[src/rtl/vlc_pkg.sv]
// Shared types and constants for the multi-lane VLC transmitter.
package vlc_pkg;

  typedef enum logic [1:0] {
    ST_IDLE = 2'd0,
    ST_PRE  = 2'd1,
    ST_DATA = 2'd2,
    ST_STOP = 2'd3
  } state_e;

  localparam logic [7:0] PREAMBLE = 8'hAA;
  localparam int         PRE_LEN  = 8;

  // Line coding of one bit for the given half of its bit period.
  // Manchester sends ~b then b, so a 1 is a low-to-high transition.
  function automatic logic line_code(input logic b, input logic man, input logic second_half);
    return man ? (second_half ? b : ~b) : b;
  endfunction

endpackage

[src/rtl/vlc_fifo.sv]
// Synchronous word FIFO with flush, show-ahead read data and occupancy count.
module vlc_fifo #(
  parameter int DATA_W = 32,
  parameter int DEPTH  = 8
) (
  input  logic                     clock,
  input  logic                     reset,
  input  logic                     flush_i,
  input  logic                     push_i,
  input  logic [DATA_W-1:0]        wdata_i,
  input  logic                     pop_i,
  output logic [DATA_W-1:0]        rdata_o,
  output logic                     full_o,
  output logic                     empty_o,
  output logic [$clog2(DEPTH):0]   count_o
);

  localparam int AW = $clog2(DEPTH);
  localparam int CW = AW + 1;

  logic [DATA_W-1:0] mem_q [DEPTH];
  logic [AW-1:0]     wr_ptr_q, wr_ptr_d;
  logic [AW-1:0]     rd_ptr_q, rd_ptr_d;
  logic [CW-1:0]     count_q, count_d;
  logic              push_ok, pop_ok;

  assign full_o  = (count_q == CW'(DEPTH));
  assign empty_o = (count_q == '0);
  assign count_o = count_q;
  assign rdata_o = mem_q[rd_ptr_q];
  assign push_ok = push_i && !full_o && !flush_i;
  assign pop_ok  = pop_i && !empty_o && !flush_i;

  // Pointer and occupancy update; flush wins over push/pop.
  always_comb begin
    wr_ptr_d = wr_ptr_q;
    rd_ptr_d = rd_ptr_q;
    count_d  = count_q;
    if (flush_i) begin
      wr_ptr_d = '0;
      rd_ptr_d = '0;
      count_d  = '0;
    end else begin
      if (push_ok) wr_ptr_d = wr_ptr_q + AW'(1);
      if (pop_ok)  rd_ptr_d = rd_ptr_q + AW'(1);
      case ({push_ok, pop_ok})
        2'b10:   count_d = count_q + CW'(1);
        2'b01:   count_d = count_q - CW'(1);
        default: count_d = count_q;
      endcase
    end
  end

  // Control state register.
  always_ff @(posedge clock or posedge reset) begin
    if (reset) begin
      wr_ptr_q <= '0;
      rd_ptr_q <= '0;
      count_q  <= '0;
    end else begin
      wr_ptr_q <= wr_ptr_d;
      rd_ptr_q <= rd_ptr_d;
      count_q  <= count_d;
    end
  end

  // Storage array, written on accepted pushes only.
  always_ff @(posedge clock) begin
    if (push_ok) mem_q[wr_ptr_q] <= wdata_i;
  end

endmodule

[src/rtl/vlc_tx_lanes.sv]
// Multi-lane VLC transmitter: buffers words, sends preamble, data and stop bit
// across LANES optical outputs in NRZ or Manchester coding.
module vlc_tx_lanes
  import vlc_pkg::*;
#(
  parameter int LANES      = 1,
  parameter int DATA_W     = 32,
  parameter int FIFO_DEPTH = 8,
  parameter int DIV_W      = 16
) (
  input  logic              clock,
  input  logic              reset,
  input  logic              iStart,
  input  logic [31:0]       iLength,
  input  logic [DIV_W-1:0]  iDiv,
  input  logic              iManchester,
  input  logic [DATA_W-1:0] iWord,
  input  logic              iWord_valid,
  output logic              oWord_ready,
  output logic [LANES-1:0]  oLane,
  output logic              oBusy,
  output logic              oStart_rx,
  output logic              oDone,
  output logic              oUnderrun
);

  localparam int S     = DATA_W / LANES;
  localparam int BIT_W = ($clog2(S) + 1 < 4) ? 4 : $clog2(S) + 1;
  localparam int IW    = $clog2(DATA_W);
  localparam int CW    = $clog2(FIFO_DEPTH) + 1;

  state_e             state_q, state_d;
  logic [DIV_W-1:0]   slot_q, slot_d;
  logic               half_q, half_d;
  logic [BIT_W-1:0]   bit_q, bit_d;
  logic [DATA_W-1:0]  word_q, word_d;
  logic [31:0]        len_q, len_d;
  logic [DIV_W-1:0]   div_q, div_d;
  logic               man_q, man_d;
  logic [31:0]        sent_q, sent_d;
  logic [31:0]        acc_q, acc_d;
  logic [LANES-1:0]   lane_q, lane_d;
  logic               srx_q, srx_d;
  logic               done_q, done_d;
  logic               under_q, under_d;

  logic               fifo_flush, fifo_push, fifo_pop;
  logic [DATA_W-1:0]  fifo_rdata;
  logic               fifo_full, fifo_empty;
  logic [CW-1:0]      fifo_count;
  logic               fifo_count_unused;
  logic               sym_end, bit_end;

  // Preamble bit idx, MSB first.
  function automatic logic pre_bit(input logic [BIT_W-1:0] idx);
    logic [2:0] pi;
    pi = 3'(PRE_LEN - 1) - 3'(idx);
    return PREAMBLE[pi];
  endfunction

  // Lane k carries word bits [k*S+S-1 : k*S], MSB first.
  function automatic logic [LANES-1:0] data_lanes(input logic [DATA_W-1:0] w,
                                                  input logic [BIT_W-1:0]  idx,
                                                  input logic              man,
                                                  input logic              second_half);
    logic [LANES-1:0] r;
    logic [IW-1:0]    pos;
    r = '0;
    for (int k = 0; k < LANES; k++) begin
      pos  = IW'(k * S + S - 1) - IW'(idx);
      r[k] = line_code(w[pos], man, second_half);
    end
    return r;
  endfunction

  vlc_fifo #(
    .DATA_W (DATA_W),
    .DEPTH  (FIFO_DEPTH)
  ) u_fifo (
    .clock   (clock),
    .reset   (reset),
    .flush_i (fifo_flush),
    .push_i  (fifo_push),
    .wdata_i (iWord),
    .pop_i   (fifo_pop),
    .rdata_o (fifo_rdata),
    .full_o  (fifo_full),
    .empty_o (fifo_empty),
    .count_o (fifo_count)
  );

  assign fifo_count_unused = ^fifo_count;

  assign oBusy       = (state_q != ST_IDLE);
  assign oWord_ready = oBusy && !fifo_full && (acc_q < len_q);
  assign fifo_push   = iWord_valid && oWord_ready;
  assign oLane       = lane_q;
  assign oStart_rx   = srx_q;
  assign oDone       = done_q;
  assign oUnderrun   = under_q;

  assign sym_end = (slot_q == div_q);
  assign bit_end = sym_end && (!man_q || half_q);

  // Next-state, slot/bit sequencing and next lane value.
  always_comb begin
    state_d    = state_q;
    slot_d     = slot_q;
    half_d     = half_q;
    bit_d      = bit_q;
    word_d     = word_q;
    len_d      = len_q;
    div_d      = div_q;
    man_d      = man_q;
    sent_d     = sent_q;
    acc_d      = fifo_push ? acc_q + 32'd1 : acc_q;
    lane_d     = lane_q;
    srx_d      = 1'b0;
    done_d     = 1'b0;
    under_d    = under_q;
    fifo_flush = 1'b0;
    fifo_pop   = 1'b0;

    if (state_q != ST_IDLE) slot_d = sym_end ? '0 : slot_q + DIV_W'(1);

    case (state_q)
      ST_IDLE: begin
        lane_d = '0;
        if (iStart) begin
          if (iLength != 32'd0) begin
            len_d      = iLength;
            div_d      = iDiv;
            man_d      = iManchester;
            under_d    = 1'b0;
            fifo_flush = 1'b1;
            acc_d      = '0;
            sent_d     = '0;
            slot_d     = '0;
            half_d     = 1'b0;
            bit_d      = '0;
            state_d    = ST_PRE;
            lane_d     = {LANES{line_code(PREAMBLE[PRE_LEN-1], iManchester, 1'b0)}};
          end else begin
            done_d = 1'b1;
          end
        end
      end

      ST_PRE: begin
        if (sym_end) begin
          if (!bit_end) begin
            half_d = 1'b1;
            lane_d = {LANES{line_code(pre_bit(bit_q), man_q, 1'b1)}};
          end else if (bit_q == BIT_W'(PRE_LEN - 1)) begin
            half_d = 1'b0;
            bit_d  = '0;
            if (fifo_empty) begin
              under_d = 1'b1;
              state_d = ST_STOP;
              lane_d  = '0;
            end else begin
              fifo_pop = 1'b1;
              word_d   = fifo_rdata;
              srx_d    = 1'b1;
              state_d  = ST_DATA;
              lane_d   = data_lanes(fifo_rdata, '0, man_q, 1'b0);
            end
          end else begin
            half_d = 1'b0;
            bit_d  = bit_q + BIT_W'(1);
            lane_d = {LANES{line_code(pre_bit(bit_q + BIT_W'(1)), man_q, 1'b0)}};
          end
        end
      end

      ST_DATA: begin
        if (sym_end) begin
          if (!bit_end) begin
            half_d = 1'b1;
            lane_d = data_lanes(word_q, bit_q, man_q, 1'b1);
          end else if (bit_q == BIT_W'(S - 1)) begin
            half_d = 1'b0;
            bit_d  = '0;
            sent_d = sent_q + 32'd1;
            if (sent_q + 32'd1 == len_q) begin
              state_d = ST_STOP;
              lane_d  = '0;
            end else if (fifo_empty) begin
              under_d = 1'b1;
              state_d = ST_STOP;
              lane_d  = '0;
            end else begin
              fifo_pop = 1'b1;
              word_d   = fifo_rdata;
              lane_d   = data_lanes(fifo_rdata, '0, man_q, 1'b0);
            end
          end else begin
            half_d = 1'b0;
            bit_d  = bit_q + BIT_W'(1);
            lane_d = data_lanes(word_q, bit_q + BIT_W'(1), man_q, 1'b0);
          end
        end
      end

      ST_STOP: begin
        lane_d = '0;
        if (bit_end) begin
          state_d = ST_IDLE;
          half_d  = 1'b0;
          done_d  = 1'b1;
        end else if (sym_end) begin
          half_d = 1'b1;
        end
      end

      default: begin
        state_d = ST_IDLE;
        lane_d  = '0;
      end
    endcase
  end

  // Control and output registers.
  always_ff @(posedge clock or posedge reset) begin
    if (reset) begin
      state_q <= ST_IDLE;
      slot_q  <= '0;
      half_q  <= 1'b0;
      bit_q   <= '0;
      len_q   <= '0;
      div_q   <= '0;
      man_q   <= 1'b0;
      sent_q  <= '0;
      acc_q   <= '0;
      lane_q  <= '0;
      srx_q   <= 1'b0;
      done_q  <= 1'b0;
      under_q <= 1'b0;
    end else begin
      state_q <= state_d;
      slot_q  <= slot_d;
      half_q  <= half_d;
      bit_q   <= bit_d;
      len_q   <= len_d;
      div_q   <= div_d;
      man_q   <= man_d;
      sent_q  <= sent_d;
      acc_q   <= acc_d;
      lane_q  <= lane_d;
      srx_q   <= srx_d;
      done_q  <= done_d;
      under_q <= under_d;
    end
  end

  // Word being serialised.
  always_ff @(posedge clock) begin
    word_q <= word_d;
  end

endmodule

[config.mk]
export PLATFORM = sky130hd
export DESIGN_NAME = vlc_tx_lanes
export DESIGN_NICKNAME = d
export VERILOG_FILES = /design/src/rtl/vlc_pkg.sv /design/src/rtl/vlc_fifo.sv /design/src/rtl/vlc_tx_lanes.sv
export SDC_FILE = /design/constraint.sdc
export NUM_CORES = 1
export LEC_CHECK = 0
export ABC_CLOCK_PERIOD_IN_PS = 18100
export BUFFER_PORTS_ARGS = -buffer_cell sky130_fd_sc_hd__buf_2
export CAP_MARGIN = 20
export CORE_MARGIN = 2
export CORE_UTILIZATION = 40
export CTS_CLUSTER_DIAMETER = 50
export CTS_CLUSTER_SIZE = 10
export DETAILED_ROUTE_END_ITERATION = 8
export GPL_ROUTABILITY_DRIVEN = 1
export PLACE_DENSITY_LB_ADDON = 0.25
export SLEW_MARGIN = 20
export SYNTH_ARGS = -nofsm -noshare
export SYNTH_HDL_FRONTEND = slang
export SYNTH_HIERARCHICAL = 1
export SYNTH_SLANG_ARGS = --single-unit
export TNS_END_PERCENT = 20
[constraint.sdc]
create_clock -name clock -period 18.1 [get_ports clock]
set_clock_uncertainty 0.05 [all_clocks]
set_input_delay 5.43 -clock clock [delete_from_list [all_inputs] [get_ports clock]]
set_output_delay 5.43 -clock clock [all_outputs]
set_load 0.05 [all_outputs]
==> results.json <==
{
  "outcome": "completed",
  "syn-num-nets": 1707,
  "antenna_left": 0,
  "rsz0062_at_grt": "no",
  "avgSynthCellArea_um2": 13.2,
  "grt_start_max_net_pins": 92,
  "root_buffer": "clkbuf_16",
  "hold_buffers": 0,
  "crit_end": "u_fifo/mem_q[3][27]",
  "core-area_mm2": 0.0513,
  "drc": 0,
  "r2r-start": "sent_q[0]",
  "clock_latency_ns": 0.60,
  "report.final.hold_viol_count": 0,
  "critPathTopFamily": "simple AND/OR/NAND/NOR gates",
  "place_congestion": 0.872,
  "syn_inst": 1578,
  "synthToLayoutAreaGrowth_pct": 15.8,
  "hp-class": "reg -> reg",
  "final_cell_mix": "edfxtp_1, nand2_1, dfrtp_1",
  "synth.distinct_cells": 80,
  "ctsHtreeMaxLevel": 3,
  "slowest_delay_ns": 0.76,
  "post_cts_buffers": 0,
  "rows": 83,
  "cp-start-kind": "input port",
  "required_ns": 18.34,
  "finalMaxSlewViolations": 0,
  "slew_headroom": 0.289,
  "wl_per_cell_um": 20.3,
  "rrSetupSlack_ns": 12.23,
  "worstMarginPinSlew_ns": 1.07,
  "hpwl_mm": 31.9,
  "first_iter_violations": 1115,
  "pwr_density_cell_mw_per_mm2": 97.5,
  "antenna_found_initial": 5,
  "r2r_end": "u_fifo/count_o[3]",
  "crit_type": "in -> reg",
  "first_global_vias": 13300,
  "numPortBuffers": 90,
  "maxCapViolations": 0,
  "crit_slowest_cell": "nor4_1",
  "startpoint": "iLength[0]",
  "initial_core_util": 0.405,
  "vias": 13200,
  "clock_sinks": 440,
  "first_pass_iters": 5,
  "grt_use_total": 0.185,
  "pin_count": 91,
  "drive_gt1_frac": 0.208,
  "final_common_cell": "edfxtp_1",
  "end_kind": "flop",
  "hold-worst-slack_ns": 0.440,
  "dieWidth_um": 232,
  "grt_pass1_wl_mm": 76.6,
  "synthArstFlopShare": 0.345,
  "fin_crit_ns": 8.77,
  "cts_buffer_depth": 3,
  "totalWireLength_mm": 48.3,
  "p_leak_nw": 9.32,
  "yosysSeqAreaShare": 0.599,
  "numCtsBuffers": 66,
  "nNetsFinal": 1797,
  "reg2reg_depth": 18,
  "synth-edff-count": 288,
  "fin_tns_setup_ns": 0,
  "globalRoute.totalOverflow": 0,
  "fin_crit_sh": 0.485,
  "synth-main-ff-cell": "edfxtp_1",
  "die_h_um": 232,
  "fmax_ghz": 0.114,
  "cp.depth": 10,
  "dieArea_mm2": 0.0538,
  "cp_cell_sequence": "buf_2 -> nor4_1 -> nand4_1 -> nor2_1 -> inv_1 -> nand3_1 -> clkinv_2 -> nand4b_1 -> nor2_4 -> buf_16",
  "worstPathMaxFanout": 36,
  "peakVddDrop_uv": 103,
  "yosysWarnings": 6,
  "path_clk_slew_ns": 0.05,
  "finalSetupViolations": 0,
  "cts_tree": "built",
  "ys_ff_latch": 440,
  "crit_buf_inv": 4,
  "ctsResizeCount": 0,
  "via_per_inst": 5.54,
  "mappedNetlistArea_mm2": 0.0208,
  "worstPathArrival_ns": 9.01
}
power by group:
group          internal [W]  total (W)  switching, W
clock network      0.000727    0.00119      0.000460
logic             0.0000246  0.0000569     0.0000323
registers           0.00109    0.00110     0.0000172
logic make-up after synthesis:
| kind of cell | share of synthesized area |
|---|---|
| buffers and inverters | 0.0281 |
| adders and majority gates | 0.0269 |
| muxes | 0.114 |
| DFF | 0.599 |
| xor gates and xnor gates | 0.0400 |
| AOI/OAI and AO/OA | 0.0739 |
| and+or+nand+nor | 0.118 |
through the flow:
step           std cells  total power, W   util  setup WS [ns]  area (µm²)
3_5_place_dp        2277         0.00118  0.428           8.46       22000
5_1_grt             2381         0.00243  0.469           8.86       24100
6_report            2383         0.00235  0.469           9.33       24100
2_1_floorplan       1578         0.00115      -           8.41       20800
3_3_place_gp        2275         0.00118  0.427           8.51       21900
4_1_cts             2378         0.00237  0.467           9.11       24000
worst min path at each step:
stage / from / to / slack (ns) / cells after the start
floorplan: acc_q[31] / acc_q[31] / 0.40 / 1
global placement: div_q[7] / div_q[7] / 0.44 / 2
detailed placement: div_q[7] / div_q[7] / 0.43 / 2
CTS: div_q[7] / div_q[7] / 0.45 / 2
global route: div_q[7] / div_q[7] / 0.46 / 2
finish: div_q[7] / div_q[7] / 0.44 / 2
routing by layer:
layer  part of all wire  routed length [µm]  up-vias  global-route usage
met5            0.00068                  33        -                   0
met4              0.023                1110        4              0.0553
met3              0.049                2380       93              0.0400
met2               0.48               23100      313               0.299
met1               0.45               21700     6673               0.250
li1                   -                   -     6126                   -
synthesized netlist by cell type (4+ instances only):
library cell	n	share of area
o21ai_0	74	0.018
nor3_1	36	0.0087
mux2_2	34	0.018
a22o_1	17	0.0072
a31oi_1	9	0.0027
xnor2_1	52	0.022
inv_1	54	0.0098
nor3b_1	5	0.0018
buf_1	4	0.00072
dfrtp_1	152	0.18
or4_1	4	0.0014
and3_1	19	0.0057
clkbuf_1	58	0.010
nor2b_1	10	0.0030
a211oi_1	9	0.0033
mux4_2	82	0.089
nand2b_1	8	0.0024
and2_1	7	0.0021
a21oi_1	46	0.011
nand2_1	164	0.030
nand4_1	34	0.010
xor2_1	43	0.018
nand3_1	41	0.0099
nand3b_1	5	0.0018
or3_1	6	0.0018
mux2i_1	13	0.0063
nor2_1	91	0.016
o41ai_1	5	0.0021
ha_1	43	0.026
nor4_1	37	0.011
a21o_1	22	0.0079
o31ai_1	7	0.0025
a31o_2	7	0.0030
o21a_1	6	0.0022
buf_2	23	0.0055
edfxtp_1	288	0.42
and4_1	8	0.0034
worst reg2reg max path: stages (launching register included):
cell	delay [ns]
dfrtp_1	0.48
ha_1	0.37
nand3_2	0.28
nor4_1	0.80
mux2_2	0.42
o22ai_1	0.17
a21oi_1	0.07
nand4b_1	0.21
or4_1	0.74
a31oi_1	0.24
nor2_1	0.17
o41ai_4	0.15
a21oi_2	0.08
nor2b_1	0.22
ha_1	0.32
a21o_1	0.21
a2111oi_0	0.49
mux2i_1	0.14
or3b_1	0.18
flip-flops by register name, indices dropped and copies added (netlist names):
name             cells
oDone                1
slot_q              16
oLane                1
len_q               32
sent_q              32
word_q              32
man_q                1
half_q               1
acc_q               32
u_fifo/mem_q       256
u_fifo/count_o       4
bit_q                6
oStart_rx            1
div_q               16
u_fifo/wr_ptr_q      3
oUnderrun            1
u_fifo/rd_ptr_q      3
state_q              2
cell type report:
| type | count | area [µm²] |
|---|---|---|
| clock inverter | 30 | 357 |
| tap | 680 | 851 |
| timing repair buffer | 111 | 701 |
| inverter | 55 | 213 |
| antenna | 2 | 5.00 |
| multi-input combinational | 994 | 7810 |
| sequential | 440 | 12500 |
| clock buffer | 71 | 1670 |
| fill | 4497 | 27200 |
No activity file was read; power rests on OpenSTA's default activity.
